`src/rtl/qsn_shift_sequencer.sv`:
```
// qsn_shift_sequencer: walks the base-matrix shift table layer-major and
// feeds shift_factor plus layer/col tags to the QSN permuter.
//
// Ports:
//   sys_clk, rst            clock, synchronous active-high reset
//   tbl_wr_en/addr/data     table write port, {nonzero flag, shift}
//   start, hold             begin a pass / stall issue
//   shift_factor            registered shift to the permuter
//   issue_valid/layer/col   entry currently presented to the permuter
//   out_valid/layer/col     tags re-aligned with the permuter output
//   busy, done, cfg_err     pass status and sticky bad-shift flag
module qsn_shift_sequencer #(
  parameter int PERMUTATION_LENGTH = 765,
  parameter int PIPELINE_STAGES    = 4,
  parameter int ROW_NUM            = 3,
  parameter int COL_NUM            = 17,
  parameter int SHIFT_W            = 10,
  parameter int LAYER_W            = 2,
  parameter int COL_W              = 5,
  parameter int ADDR_W             = 6
) (
  input  logic               sys_clk,
  input  logic               rst,
  input  logic               tbl_wr_en,
  input  logic [ADDR_W-1:0]  tbl_wr_addr,
  input  logic [SHIFT_W:0]   tbl_wr_data,
  input  logic               start,
  input  logic               hold,
  output logic [SHIFT_W-1:0] shift_factor,
  output logic               issue_valid,
  output logic [LAYER_W-1:0] issue_layer,
  output logic [COL_W-1:0]   issue_col,
  output logic               out_valid,
  output logic [LAYER_W-1:0] out_layer,
  output logic [COL_W-1:0]   out_col,
  output logic               busy,
  output logic               done,
  output logic               cfg_err
);

  localparam int ENTRIES = ROW_NUM * COL_NUM;
  localparam int DCNT_W  = $clog2(PIPELINE_STAGES + 1);

  typedef enum logic [1:0] {
    S_IDLE,
    S_ISSUE,
    S_DRAIN,
    S_DONE
  } state_t;

  state_t state_q;
  state_t state_d;

  logic [SHIFT_W:0] tbl [ENTRIES];

  logic [LAYER_W-1:0] layer_q;
  logic [COL_W-1:0]   col_q;
  logic [ADDR_W-1:0]  addr_q;
  logic [DCNT_W-1:0]  dcnt_q;

  logic [SHIFT_W-1:0] shift_q;
  logic               ivalid_q;
  logic [LAYER_W-1:0] ilayer_q;
  logic [COL_W-1:0]   icol_q;
  logic               busy_q;
  logic               cfg_err_q;

  logic               dl_v [PIPELINE_STAGES];
  logic [LAYER_W-1:0] dl_l [PIPELINE_STAGES];
  logic [COL_W-1:0]   dl_c [PIPELINE_STAGES];

  logic               wr_hit;
  logic               wr_shift_ok;
  logic               wr_accept;
  logic               wr_reject;
  logic [SHIFT_W:0]   rd_entry;
  logic               rd_nonzero;
  logic [SHIFT_W-1:0] rd_shift;
  logic               last_col;
  logic               last_entry;
  logic               issue_fire;

  // Table write qualification. Out-of-range addresses are silently
  // dropped; only an in-range write with an illegal shift flags cfg_err.
  always_comb begin
    wr_hit      = tbl_wr_en && (state_q == S_IDLE)
                  && (tbl_wr_addr < ADDR_W'(ENTRIES));
    wr_shift_ok = tbl_wr_data[SHIFT_W-1:0]
                  < SHIFT_W'(PERMUTATION_LENGTH);
    wr_accept   = wr_hit && wr_shift_ok;
    wr_reject   = wr_hit && !wr_shift_ok;
  end

  // Table storage survives rst on purpose.
  always_ff @(posedge sys_clk) begin
    if (wr_accept) begin
      tbl[tbl_wr_addr] <= tbl_wr_data;
    end
  end

  always_comb begin
    rd_entry   = tbl[addr_q];
    rd_nonzero = rd_entry[SHIFT_W];
    rd_shift   = rd_entry[SHIFT_W-1:0];
    last_col   = (col_q == COL_W'(COL_NUM - 1));
    last_entry = last_col && (layer_q == LAYER_W'(ROW_NUM - 1));
  end

  always_ff @(posedge sys_clk) begin
    if (rst) begin
      state_q <= S_IDLE;
    end else begin
      state_q <= state_d;
    end
  end

  // DRAIN spans PIPELINE_STAGES+1 cycles so that DONE lines up with the
  // cycle after the last aligned output slot.
  always_comb begin
    state_d    = state_q;
    issue_fire = 1'b0;
    unique case (state_q)
      S_IDLE: begin
        if (start) state_d = S_ISSUE;
      end
      S_ISSUE: begin
        if (!hold) begin
          issue_fire = 1'b1;
          if (last_entry) state_d = S_DRAIN;
        end
      end
      S_DRAIN: begin
        if (dcnt_q == DCNT_W'(PIPELINE_STAGES)) begin
          state_d = S_DONE;
        end
      end
      S_DONE: begin
        state_d = S_IDLE;
      end
      default: begin
        state_d = S_IDLE;
      end
    endcase
  end

  // Walk counters and issue registers.
  always_ff @(posedge sys_clk) begin
    if (rst) begin
      layer_q  <= '0;
      col_q    <= '0;
      addr_q   <= '0;
      dcnt_q   <= '0;
      shift_q  <= '0;
      ivalid_q <= 1'b0;
      ilayer_q <= '0;
      icol_q   <= '0;
    end else begin
      ivalid_q <= 1'b0;
      if (state_q == S_IDLE && start) begin
        layer_q <= '0;
        col_q   <= '0;
        addr_q  <= '0;
      end
      if (state_q == S_DRAIN) begin
        dcnt_q <= dcnt_q + 1'b1;
      end else begin
        dcnt_q <= '0;
      end
      if (issue_fire) begin
        ilayer_q <= layer_q;
        icol_q   <= col_q;
        // Null submatrices consume a slot but keep the old shift.
        if (rd_nonzero) begin
          shift_q  <= rd_shift;
          ivalid_q <= 1'b1;
        end
        // Counters park on the last entry so the table read stays in range.
        if (!last_entry) begin
          addr_q <= addr_q + 1'b1;
          if (last_col) begin
            col_q   <= '0;
            layer_q <= layer_q + 1'b1;
          end else begin
            col_q <= col_q + 1'b1;
          end
        end
      end
    end
  end

  // busy covers the issue cycles and all but the final DRAIN cycle, which
  // makes it drop exactly when done rises.
  always_ff @(posedge sys_clk) begin
    if (rst) begin
      busy_q    <= 1'b0;
      cfg_err_q <= 1'b0;
    end else begin
      busy_q <= (state_q == S_ISSUE)
                || (state_q == S_DRAIN && state_d == S_DRAIN);
      if (wr_reject) cfg_err_q <= 1'b1;
    end
  end

  // Tag delay line: shifts every cycle, bubbles included.
  always_ff @(posedge sys_clk) begin
    if (rst) begin
      for (int i = 0; i < PIPELINE_STAGES; i++) begin
        dl_v[i] <= 1'b0;
        dl_l[i] <= '0;
        dl_c[i] <= '0;
      end
    end else begin
      dl_v[0] <= ivalid_q;
      dl_l[0] <= ilayer_q;
      dl_c[0] <= icol_q;
      for (int i = 1; i < PIPELINE_STAGES; i++) begin
        dl_v[i] <= dl_v[i-1];
        dl_l[i] <= dl_l[i-1];
        dl_c[i] <= dl_c[i-1];
      end
    end
  end

  assign shift_factor = shift_q;
  assign issue_valid  = ivalid_q;
  assign issue_layer  = ilayer_q;
  assign issue_col    = icol_q;
  assign out_valid    = dl_v[PIPELINE_STAGES-1];
  assign out_layer    = dl_l[PIPELINE_STAGES-1];
  assign out_col      = dl_c[PIPELINE_STAGES-1];
  assign busy         = busy_q;
  assign done         = (state_q == S_DONE);
  assign cfg_err      = cfg_err_q;

endmodule

```
`config.mk`:
```
export PLATFORM = sky130hd
export DESIGN_NAME = qsn_shift_sequencer
export DESIGN_NICKNAME = d
export VERILOG_FILES = /design/src/rtl/qsn_shift_sequencer.sv
export SDC_FILE = /design/constraint.sdc
export NUM_CORES = 1
export LEC_CHECK = 0
export CORE_MARGIN = 8
export CORE_UTILIZATION = 66
export CTS_CLUSTER_DIAMETER = 30
export DETAILED_ROUTE_END_ITERATION = 10
export GPL_TIMING_DRIVEN = 0
export HOLD_SLACK_MARGIN = 0.06
export PLACE_DENSITY = 0.84
export SLEW_MARGIN = 20
export SYNTH_ARGS = -nofsm -noshare
export SYNTH_HDL_FRONTEND = slang
export SYNTH_SLANG_ARGS = --single-unit
export TNS_END_PERCENT = 1
```
`constraint.sdc`:
```
create_clock -name sys_clk -period 3.5 [get_ports sys_clk]
set_input_delay 0.525 -clock sys_clk [delete_from_list [all_inputs] [get_ports sys_clk]]
set_output_delay 0.525 -clock sys_clk [all_outputs]
set_load 0.03 [all_outputs]
```
==> results of run 1 <==
worst max-delay path: stages:
cell	delay, ns
clkdlybuf4s50_1	0.59
a211oi_1	0.34
o211ai_1	0.17
a21oi_1	0.29
nor2b_1	0.43
nand3_1	0.54
nor2_1	1.07
state kept, by name, indices dropped and copies added (netlist names), 3 cells and up:
register,cells
addr_q,6
col_q,5
dcnt_q,3
dl_c,20
dl_l,8
dl_v,4
issue_col,5
shift_factor,10
tbl,561
cells in the mapped netlist, types with 2 or more instances:
master,count,area share
buf_8,2,0.0012
dfxtp_1,70,0.058
and3b_1,2,0.00072
a21oi_1,32,0.0066
a221oi_1,10,0.0036
nand2_1,72,0.011
a41oi_1,3,0.0011
o21ai_0,12,0.0025
mux4_2,104,0.096
nor2_1,77,0.012
or2_2,4,0.0010
and3_1,2,0.00051
a221o_1,9,0.0037
o211ai_1,4,0.0012
clkbuf_1,16,0.0025
nand2b_1,4,0.0010
nor2b_1,44,0.011
inv_1,6,0.00093
a21oi_2,7,0.0025
a211oi_1,5,0.0015
buf_6,10,0.0046
a32o_1,9,0.0037
ha_1,6,0.0031
edfxtp_1,561,0.69
mux2i_1,25,0.010
nand4_1,3,0.00077
and2_1,5,0.0013
a311oi_1,3,0.0011
buf_2,21,0.0043
mux2_2,42,0.019
buf_4,14,0.0043
mux4_1,4,0.0043
a311o_1,9,0.0037
nor3_1,2,0.00041
a21boi_0,9,0.0028
o21bai_1,2,0.00062
a221oi_2,2,0.0012
nand3_1,12,0.0025
nand3b_1,5,0.0015
buf_1,9,0.0014
a22oi_1,38,0.012
per-stage QoR:
stage / setup slack (ns) / power (W) / util / TNS (ns) / hold slack [ns]
floorplan: 1.041 / 0.008625 / - / 0 / 0.4138
CTS: 0.01649 / 0.01904 / 0.7993 / 0 / 0.2572
global placement: -1.396 / 0.008856 / 0.6976 / -655.75 / 0.4170
detailed placement: -0.3616 / 0.008887 / 0.7026 / -36.25 / 0.4272
finish: -0.2122 / 0.01906 / 0.8009 / -7.372 / 0.2828
global route: -0.1825 / 0.01938 / 0.8008 / -7.431 / 0.2637
area by class of cell:
class	count	area [um2]	share of cell area
buffer	72	446.7	0.01531
tap	468	585.6	0.02007
antenna	1	2.502	0.00008576
multi-input combinational	583	5692	0.1951
inverter	6	22.52	0.0007718
timing repair buffer	59	658.1	0.02255
clock inverter	74	903.4	0.03096
sequential	631	18250	0.6254
clock buffer	115	2621	0.08983
power groups by stage:
stage	clock network, W	registers, W	logic (W)
5_1_grt	0.0106	0.00823	0.000564
3_3_place_gp	0	0.00839	0.000465
3_5_place_dp	0	0.00838	0.000509
4_1_cts	0.0103	0.00823	0.000531
2_1_floorplan	0	0.00839	0.000239
6_report	0.0103	0.00823	0.000549
cell families (layout without fill, tap and decap cells):
family	after synthesis	after routing	synth area share
XOR/XNOR	1	1	0.0003599
other	0	1	0
buffers and inverters	78	326	0.01928
flip-flops	631	631	0.7497
adder cells (fa/ha/maj)	6	6	0.003084
AO/OA/AOI/OAI	159	159	0.04955
multiplexers	176	176	0.1309
AND/OR/NAND/NOR	241	241	0.04719
how the worst min path moves through the flow:
stage	startpoint	end	slack, ns	cells after the start
final	tbl_wr_data[9]	tbl[34][9]	0.28	1
after global routing	tbl_wr_data[9]	tbl[39][9]	0.26	1
after CTS	tbl_wr_data[9]	tbl[39][9]	0.26	1
after detailed placement	dl_c[2][4]	dl_c[3][4]	0.43	1
after global placement	dl_l[1][0]	dl_l[2][0]	0.42	1
after floorplan	dl_c[0][0]	dl_c[1][0]	0.41	1
layer usage:
metal  wire [um]  GRT usage  vias to the layer above
met5           0          0                        -
met3        7959    0.09499                      301
met4        4198     0.1765                        0
met1       22690     0.3721                     7164
met2       31940     0.4947                     1330
li1            -          -                     5556
==> run summary, run 1 <==
drt total wl -> 66.79 mm
cell area after synthesis -> 24340 um2
sw frac -> 0.2176
most frequent cells in the layout -> 561 x edfxtp_1, 104 x mux4_2, 102 x clkbuf_16, 72 x nand2_1, 70 x dfxtp_1
Initial DRC Count -> 2211
Setup crit end kind -> flip-flop
Clock Latency Late Sink -> 0.64 ns
synth warn -> 0
commonest non-fill, non-tap cell in the layout -> edfxtp_1
initial core utilization -> 0.6681
CTS Hold Bufs -> 0
Post-CTS Resized -> 0
Non-Filler Instances -> 2009
Num Clock Sinks -> 631
FF-to-FF End -> tbl[46][7]
die area -> 43280 um2
CTS tree -> built
part of the cycle the worst path needs -> 1.061
global route overflow -> 0
sequential area share after synthesis -> 0.7497
DP Wirelength -> 36.78 mm
number of synthesized flops with an enable pin -> 561
Post-CTS Setup Repair Bufs -> 0
die height -> 208.0 um
final instance area -> 29180 um2
global-route wire length before repair -> 97.41 mm
Leakage -> 9.375 nW
dpl cell area -> 25600 um2
Sequential Power Share -> 0.432
Psw -> 0.004146 W
crit path from -> tbl_wr_addr[1]
setup ws final -> -0.2122 ns
R2R cell count -> 6
Final nets -> 1482
Reg-to-Reg Start -> state_q[1]
antenna violations before repair -> 1
Comb power frac -> 0.029
Worst EP arrival -> 3.96 ns
GRT Total Usage -> 0.3089
Cells after Synth -> 1292
layout cell share with drive strength beyond 1 -> 0.2799
maximum clock rate -> 269.4 MHz
Hold Crit Class -> input port to flip-flop
P per Cell Area -> 653.1 nW/um2
Core Area -> 36430 um2
peak supply drop -> 0.8202 mV
Yosys reg bits -> 631
clock skew -> 0.02630 ns
post-route antenna net violation count -> 0
CTS root buf -> clkbuf_16
Final Hold Vio Count -> 0
final setup violation count -> 58
final worst path period need -> 3.712 ns
Least-Margin Pin Slew -> 1.185 ns
vias in the first global route -> 14836
IO Count -> 51
dpl cells -> 1819
Yosys cell types -> 57
Critical Path RT -> 3.74 ns
H-tree Lvls -> 3
largest net degree at the start of global routing -> 52
WL/cell -> 33.24 um
Initial DRT Pass Iterations -> 6
maxcap violations -> 0
Site Rows -> 70
failing checks -> negative setup slack
Slew HR -> 0.2069
PortBufs -> 49
clock buffer depth -> 3
Max Fanout on Critical Path -> 11
area delta synth->final -> 19.88%
Worst setup SP type -> input port
Die W -> 208.0 um
number of vias per cell -> 7.143
Crit Path Category -> input port to flip-flop
DRC -> 0
Clock power frac -> 0.539
Syn Area/Cell -> 18.84 um2
end of the critical path -> tbl[46][7]
FILL cells -> 1613
RSZ-0062 raised after global routing -> yes
gpl congestion -> 0.9376
post-synthesis async set-or-reset flop share -> 0
R2R Setup Slk -> -0.13 ns
routed via count -> 14351
P_int -> 0.01491 W
Slew Viols, Final -> 0
status -> finished, violations left
CTS buffer count -> 101
Primary FF master, synth -> edfxtp_1
CTS clock-pin slew for the worst setup and hold paths -> 0.06 ns
Post-Syn Nets -> 1320
Power figures use the tool's default switching activity.
==> run 2, diff against run 1 <==
CORE_UTILIZATION = 62   (was 66)
PLACE_DENSITY = 0.8   (was 0.84)
clock period = 4 ns   (was 3.5 ns; I/O delays follow)
==> run 2 against run 1 <==
Clock skew grew 0.0078 ns. Clock power shrank 7%. The flow now finishes without violations. Wire length shrank 3.3%. Sequential power shrank 13%. Count of clock-buffer cells in the layout grew 12. Register-to-register slack gained 0.44 ns. Sequential share of layout area shrank 0.73 points. First-iteration DRC count shrank 9.7%. Largest cell class unchanged. Core utilization shrank 3.9 points. Worst setup slack gained 0.22 ns. Critical path depth is the same. Hold slack gained 0.11 ns. Highest routed layer unchanged.
==> run summary, run 2 (synthesis gave the netlist of run 1 again) <==
clock buffer depth -> 3 (unchanged)
worst path buffer plus inverter count -> 1 (unchanged)
dpl cells -> 1869 (+2.7%)
Slew HR -> 0.1986 (-0.008296)
CTS buffer count -> 109 (+7.9%)
die area -> 45860 um2 (+6.0%)
Post-CTS Resized -> 0 (unchanged)
RSZ-0062 raised after global routing -> yes
CP max stage cell -> nor2_1
Least-Margin Pin Slew -> 1.198 ns (+0.01240 ns)
DP Wirelength -> 36.49 mm (-0.78%)
Power Total -> 0.01724 W (-9.6%)
most frequent cells in the layout -> 561 x edfxtp_1, 113 x clkbuf_16, 104 x mux4_2, 72 x nand2_1, 70 x dfxtp_1
Site Rows -> 72 (+2.9%)
Leakage -> 9.498 nW (+1.3%)
R2R Setup Slk -> 0.31 ns (+0.44 ns)
CTS clock-pin slew for the worst setup and hold paths -> 0.06 ns (about the same)
Num Clock Sinks -> 631 (unchanged)
Final nets -> 1490 (+0.54%)
crit path from -> tbl_wr_addr[1]
max reg flops -> 561 (unchanged)
Hold Worst Slack -> 0.3951 ns (+0.1123 ns)
CTS Hold Bufs -> 0 (unchanged)
Setup crit end kind -> flip-flop
Worst setup SP type -> input port
DRC -> 0 (unchanged)
area delta synth->final -> 21.29%
worst path cell trace -> clkdlybuf4s50_1 > a211oi_1 > o211ai_1 > a21oi_1 > nor2b_1 > nand3_1 > nor2_1
post-route antenna net violation count -> 0 (unchanged)
gpl congestion -> 0.8591 (-8.4%)
Largest Register -> tbl
Reg-to-Reg Start -> state_q[1]
Crit Path Category -> input port to flip-flop
Initial DRC Count -> 1996 (-9.7%)
end of the critical path -> tbl[14][2]
Initial DRT Pass Iterations -> 6 (unchanged)
Critical Path RT -> 4.24 ns (+0.50 ns)
vias in the first global route -> 14333 (-3.4%)
FF-to-FF End -> tbl[14][2]
Worst EP arrival -> 4.24 ns (+0.28 ns)
IO Count -> 51 (unchanged)
Antenna diodes -> 0 (-1)
P per Cell Area -> 583.8 nW/um2 (-11%)
peak supply drop -> 0.5744 mV (-30%)
Clock Latency Late Sink -> 0.65 ns (about the same)
commonest non-fill, non-tap cell in the layout -> edfxtp_1
routed via count -> 14062 (-2.0%)
drt total wl -> 64.61 mm (-3.3%)
total number of cells along the worst setup path -> 7 (unchanged)
Non-Filler Instances -> 2072 (+3.1%)
Die W -> 214.1 um (+2.9%)
layout cell share with drive strength beyond 1 -> 0.2876 (+0.007775)
final worst path period need -> 3.993 ns
final setup violation count -> 0 (-100%)
Slew Viols, Final -> 0 (unchanged)
WL/cell -> 31.18 um (-6.2%)
R2R cell count -> 6 (unchanged)
Post-CTS Setup Repair Bufs -> 0 (unchanged)
number of vias per cell -> 6.787 (-5.0%)
CTS root buf -> clkbuf_16
max incr delay on CP -> 1.00 ns (-0.07 ns)
clock skew -> 0.03409 ns (+0.007798 ns)
antenna violations before repair -> 1 (unchanged)
Hold Crit Class -> input port to flip-flop
GRT Total Usage -> 0.2794 (-0.02946)
global-route wire length before repair -> 94.63 mm (-2.8%)
CTS tree -> built
die height -> 214.1 um (+2.9%)
Max Fanout on Critical Path -> 11 (unchanged)
H-tree Lvls -> 3 (unchanged)
Final Hold Vio Count -> 0 (unchanged)
PortBufs -> 49 (unchanged)
part of the cycle the worst path needs -> 0.9982
maximum clock rate -> 250.4 MHz
Core Area -> 38740 um2 (+6.3%)
worst slack at placement -> -0.2410 ns (+0.1205 ns)
largest net degree at the start of global routing -> 52 (unchanged)
global route overflow -> 0 (unchanged)
setup ws final -> 0.007129 ns (+0.2193 ns)
maxcap violations -> 0 (unchanged)
status -> finished clean
initial core utilization -> 0.6284 (-0.03970)
delay-heaviest family, CP -> simple AND/OR/NAND/NOR gates
run 2: changes by cell type in the layout (fill, tap and decap cells not counted), moves of 2 or more:
cell / delta
clkbuf_16: +11
inv_6: -3
clkinv_2: +6
inv_16: -2
clkinv_4: -7
clkinvlp_4: +7
run 2: metal layers:
metal,wire length [um],vias to the layer above,part of all wire,global-route usage
met1,23390,7110,0.36,0.3673
li1,-,5588,-,-
met2,30350,1150,0.47,0.4335
met5,0,-,0,0
met4,3194,0,0.049,0.1341
met3,7667,214,0.12,0.07504
run 2: area by class of cell:
| class | count | area, um2 |
|---|---|---|
| Buffer | 72 | 446.7 |
| Inverter | 6 | 22.52 |
| Fill cell | 2007 | 9214 |
| Clock inverter | 76 | 895.9 |
| Clock buffer | 127 | 2910 |
| Multi-Input combinational cell | 583 | 5694 |
| Tap cell | 518 | 648.1 |
| Sequential cell | 631 | 18250 |
| Timing Repair Buffer | 59 | 658.1 |
run 2: worst reg2reg max path, cell delays in order, from the launching register on:
cell      delay (ns)
dfxtp_1         0.37
nor2_1          0.36
o211ai_1        0.22
a21oi_1         0.42
nor2b_1         0.43
nand3_1         0.51
nor2_1          1.01
run 2: power breakdown:
group | total, W | internal, W | switching, W | leakage (nW)
clock network | 0.00956 | 0.00621 | 0.00335 | 1.83
registers | 0.00720 | 0.00719 | 0.00000895 | 5.61
logic | 0.000475 | 0.000164 | 0.000311 | 2.06
total | 0.0172 | 0.0136 | 0.00367 | 9.50
run 2: how the worst min path moves through the flow:
stage                 end  cells past startpoint  slack, ns            from
6_report       tbl[16][9]                      1       0.40  tbl_wr_data[9]
3_3_place_gp   dl_l[2][1]                      1       0.42      dl_l[1][1]
3_5_place_dp   dl_c[1][3]                      1       0.42      dl_c[0][3]
2_1_floorplan  dl_c[1][0]                      1       0.41      dl_c[0][0]
4_1_cts        tbl[16][9]                      1       0.37  tbl_wr_data[9]
5_1_grt        tbl[16][9]                      1       0.39  tbl_wr_data[9]
run 2: stage by stage:
step | cell area (um2) | TNS [ns] | utilization
6_report | 29520 | 0 | 0.7621
5_1_grt | 29520 | -0.6916 | 0.7621
4_1_cts | 29480 | 0 | 0.7610
3_5_place_dp | 25670 | -14.80 | 0.6627
3_3_place_gp | 25480 | -530.42 | 0.6578
2_1_floorplan | 24340 | 0 | -
==> run 3, diff against run 2 <==
CORE_UTILIZATION = 25   (was 62)
PLACE_DENSITY = 0.39   (was 0.8)
RECOVER_POWER = 50   (was not set)
==> run 3 against run 2 <==
The flow now finishes with violations (max-capacitance violations, max-slew violations). Clock power up 32%. Global-route usage down 15 points. Fmax increased by 13%. Core utilization down 43 points. Die area grew 130%. Sequential share of layout area fell by 4.7 points. Via count shrank 6.5%. First-iteration DRC count decreased by 45%. Register-to-register slack improved by 0.20 ns. Critical path type unchanged.
==> run summary, run 3 (synthesis gave the netlist of run 1 again) <==
die area -> 107600 um2 (+130%)
number of vias per cell -> 4.518 (-33%)
CTS root buf -> clkbuf_16
Die W -> 328.0 um (+53%)
maximum clock rate -> 283.2 MHz (+13%)
Worst setup SP type -> input port
Final nets -> 1534 (+3.0%)
clock buffer depth -> 3 (unchanged)
dpl cell area -> 26710 um2 (+4.0%)
Final Hold Vio Count -> 0 (unchanged)
Slew Viols, Final -> 91 (+91)
Num Clock Sinks -> 631 (unchanged)
part of the cycle the worst path needs -> 0.8827 (-0.1155)
peak supply drop -> 0.3829 mV (-33%)
CTS tree -> built
Max Fanout on Critical Path -> 41 (+30)
routed via count -> 13144 (-6.5%)
antenna violations before repair -> 2 (+1)
Post-CTS Setup Repair Bufs -> 0 (unchanged)
Initial DRC Count -> 1104 (-45%)
final setup violation count -> 0 (unchanged)
gpl congestion -> 0.7887 (-8.2%)
clock skew -> 0.02810 ns (-0.005993 ns)
largest net degree at the start of global routing -> 53 (+1.9%)
status -> finished, violations left
Least-Margin Pin Slew -> 2.076 ns (+0.8780 ns)
PortBufs -> 49 (unchanged)
die height -> 328.0 um (+53%)
Crit Path Category -> input port to flip-flop
vias in the first global route -> 13903 (-3.0%)
P per Cell Area -> 633.8 nW/um2 (+8.6%)
initial core utilization -> 0.2521 (-0.3763)
Worst EP arrival -> 3.83 ns (-0.41 ns)
area delta synth->final -> 31.34%
R2R cell count -> 6 (unchanged)
Reg-to-Reg Start -> state_q[1]
max reg flops -> 561 (unchanged)
Post-CTS Resized -> 0 (unchanged)
worst slack at placement -> 0.1038 ns (+0.3448 ns)
RSZ-0062 raised after global routing -> no
post-route antenna net violation count -> 0 (unchanged)
IO Count -> 51 (unchanged)
CTS Hold Bufs -> 0 (unchanged)
maxcap violations -> 2 (+2)
DRC -> 0 (unchanged)
Hold Worst Slack -> 0.2086 ns (-0.1865 ns)
CTS clock-pin slew for the worst setup and hold paths -> 0.04 ns (-0.02 ns)
final worst path period need -> 3.531 ns (-0.4621 ns)
Setup crit end kind -> flip-flop
global route overflow -> 0 (unchanged)
layout cell share with drive strength beyond 1 -> 0.3141 (+0.02650)
most frequent cells in the layout -> 561 x edfxtp_1, 156 x clkbuf_16, 104 x mux4_2, 72 x nand2_1, 70 x dfxtp_1
Site Rows -> 114 (+58%)
GRT Total Usage -> 0.1324 (-0.1471)
commonest non-fill, non-tap cell in the layout -> edfxtp_1
Initial DRT Pass Iterations -> 5 (-1)
Critical Path RT -> 4.30 ns (+0.06 ns)
min-delay src -> tbl_wr_data[10]
Hold Crit Class -> input port to flip-flop
global-route wire length before repair -> 102.9 mm (+8.7%)
FF-to-FF End -> tbl[30][7]
Slew HR -> -0.3837 (-0.5824)
H-tree Lvls -> 4 (+1)
drt total wl -> 71.34 mm (+10%)
setup ws final -> 0.4692 ns (+0.4621 ns)
R2R Setup Slk -> 0.51 ns (+0.20 ns)
Core Area -> 96570 um2 (+150%)
Worst Hold Path Cells -> 1 (unchanged)
DP Wirelength -> 45.76 mm (+25%)
Non-Filler Instances -> 2909 (+40%)
failing checks -> max-capacitance violations, max-slew violations
final instance area -> 31970 um2 (+8.3%)
Clock Latency Late Sink -> 0.70 ns (+0.05 ns)
Antenna diodes -> 0 (unchanged)
Largest Register -> tbl
Leakage -> 10.16 nW (+6.9%)
WL/cell -> 24.52 um (-21%)
CTS buffer count -> 151 (+39%)
dpl cells -> 2629 (+41%)
Hold Path End -> tbl[36][10]
run 3: worst max path at each step:
stage / startpoint / end / cells past startpoint
after floorplan: tbl_wr_addr[3] / tbl[30][0] / 7
after global placement: tbl_wr_data[1] / tbl[22][5] / 7
after detailed placement: tbl_wr_addr[4] / tbl[50][8] / 7
after CTS: state_q[1] / tbl[50][5] / 6
after global routing: tbl_wr_data[9] / tbl[30][3] / 6
final: tbl_wr_data[9] / tbl[30][7] / 6
run 3: routing by layer:
| metal | global-route usage | wire length (um) |
|---|---|---|
| met5 | 0 | 13 |
| met4 | 0.03971 | 1190 |
| met3 | 0.03006 | 3329 |
| met2 | 0.2044 | 33070 |
| met1 | 0.1850 | 33730 |
run 3: layout make-up:
class                      instances  area [um2]
buffer                            72       446.7
sequential                       631       18250
inverter                           6       22.52
timing repair buffer              61       586.8
clock inverter                    90        1245
fill                            9199       64600
tap                             1276        1597
clock buffer                     190        4071
multi-input combinational        583        5752
run 3: report_power, final:
part           total, W  leakage [nW]  internal [W]  switching (W)
clock            0.0126          2.54       0.00875        0.00382
sequential      0.00722          5.61       0.00721     0.00000828
combinational  0.000467          2.01      0.000149       0.000318
total            0.0203          10.2        0.0161        0.00415
run 3: worst max-delay path: stages:
cell and delay (ns):
clkbuf_1 0.31, clkbuf_1 0.82, a21oi_1 0.39, nor2b_1 0.28, nand3_1 0.54, nor2_2 0.85
run 3: per-stage QoR:
stage / utilization / power, W / TNS, ns
after global placement: 0.2737 / 0.007811 / -748.02
final: 0.3311 / 0.02026 / 0
after floorplan: - / 0.007547 / 0
after CTS: 0.3316 / 0.02050 / 0
after detailed placement: 0.2766 / 0.007819 / 0
after global routing: 0.3311 / 0.02089 / 0
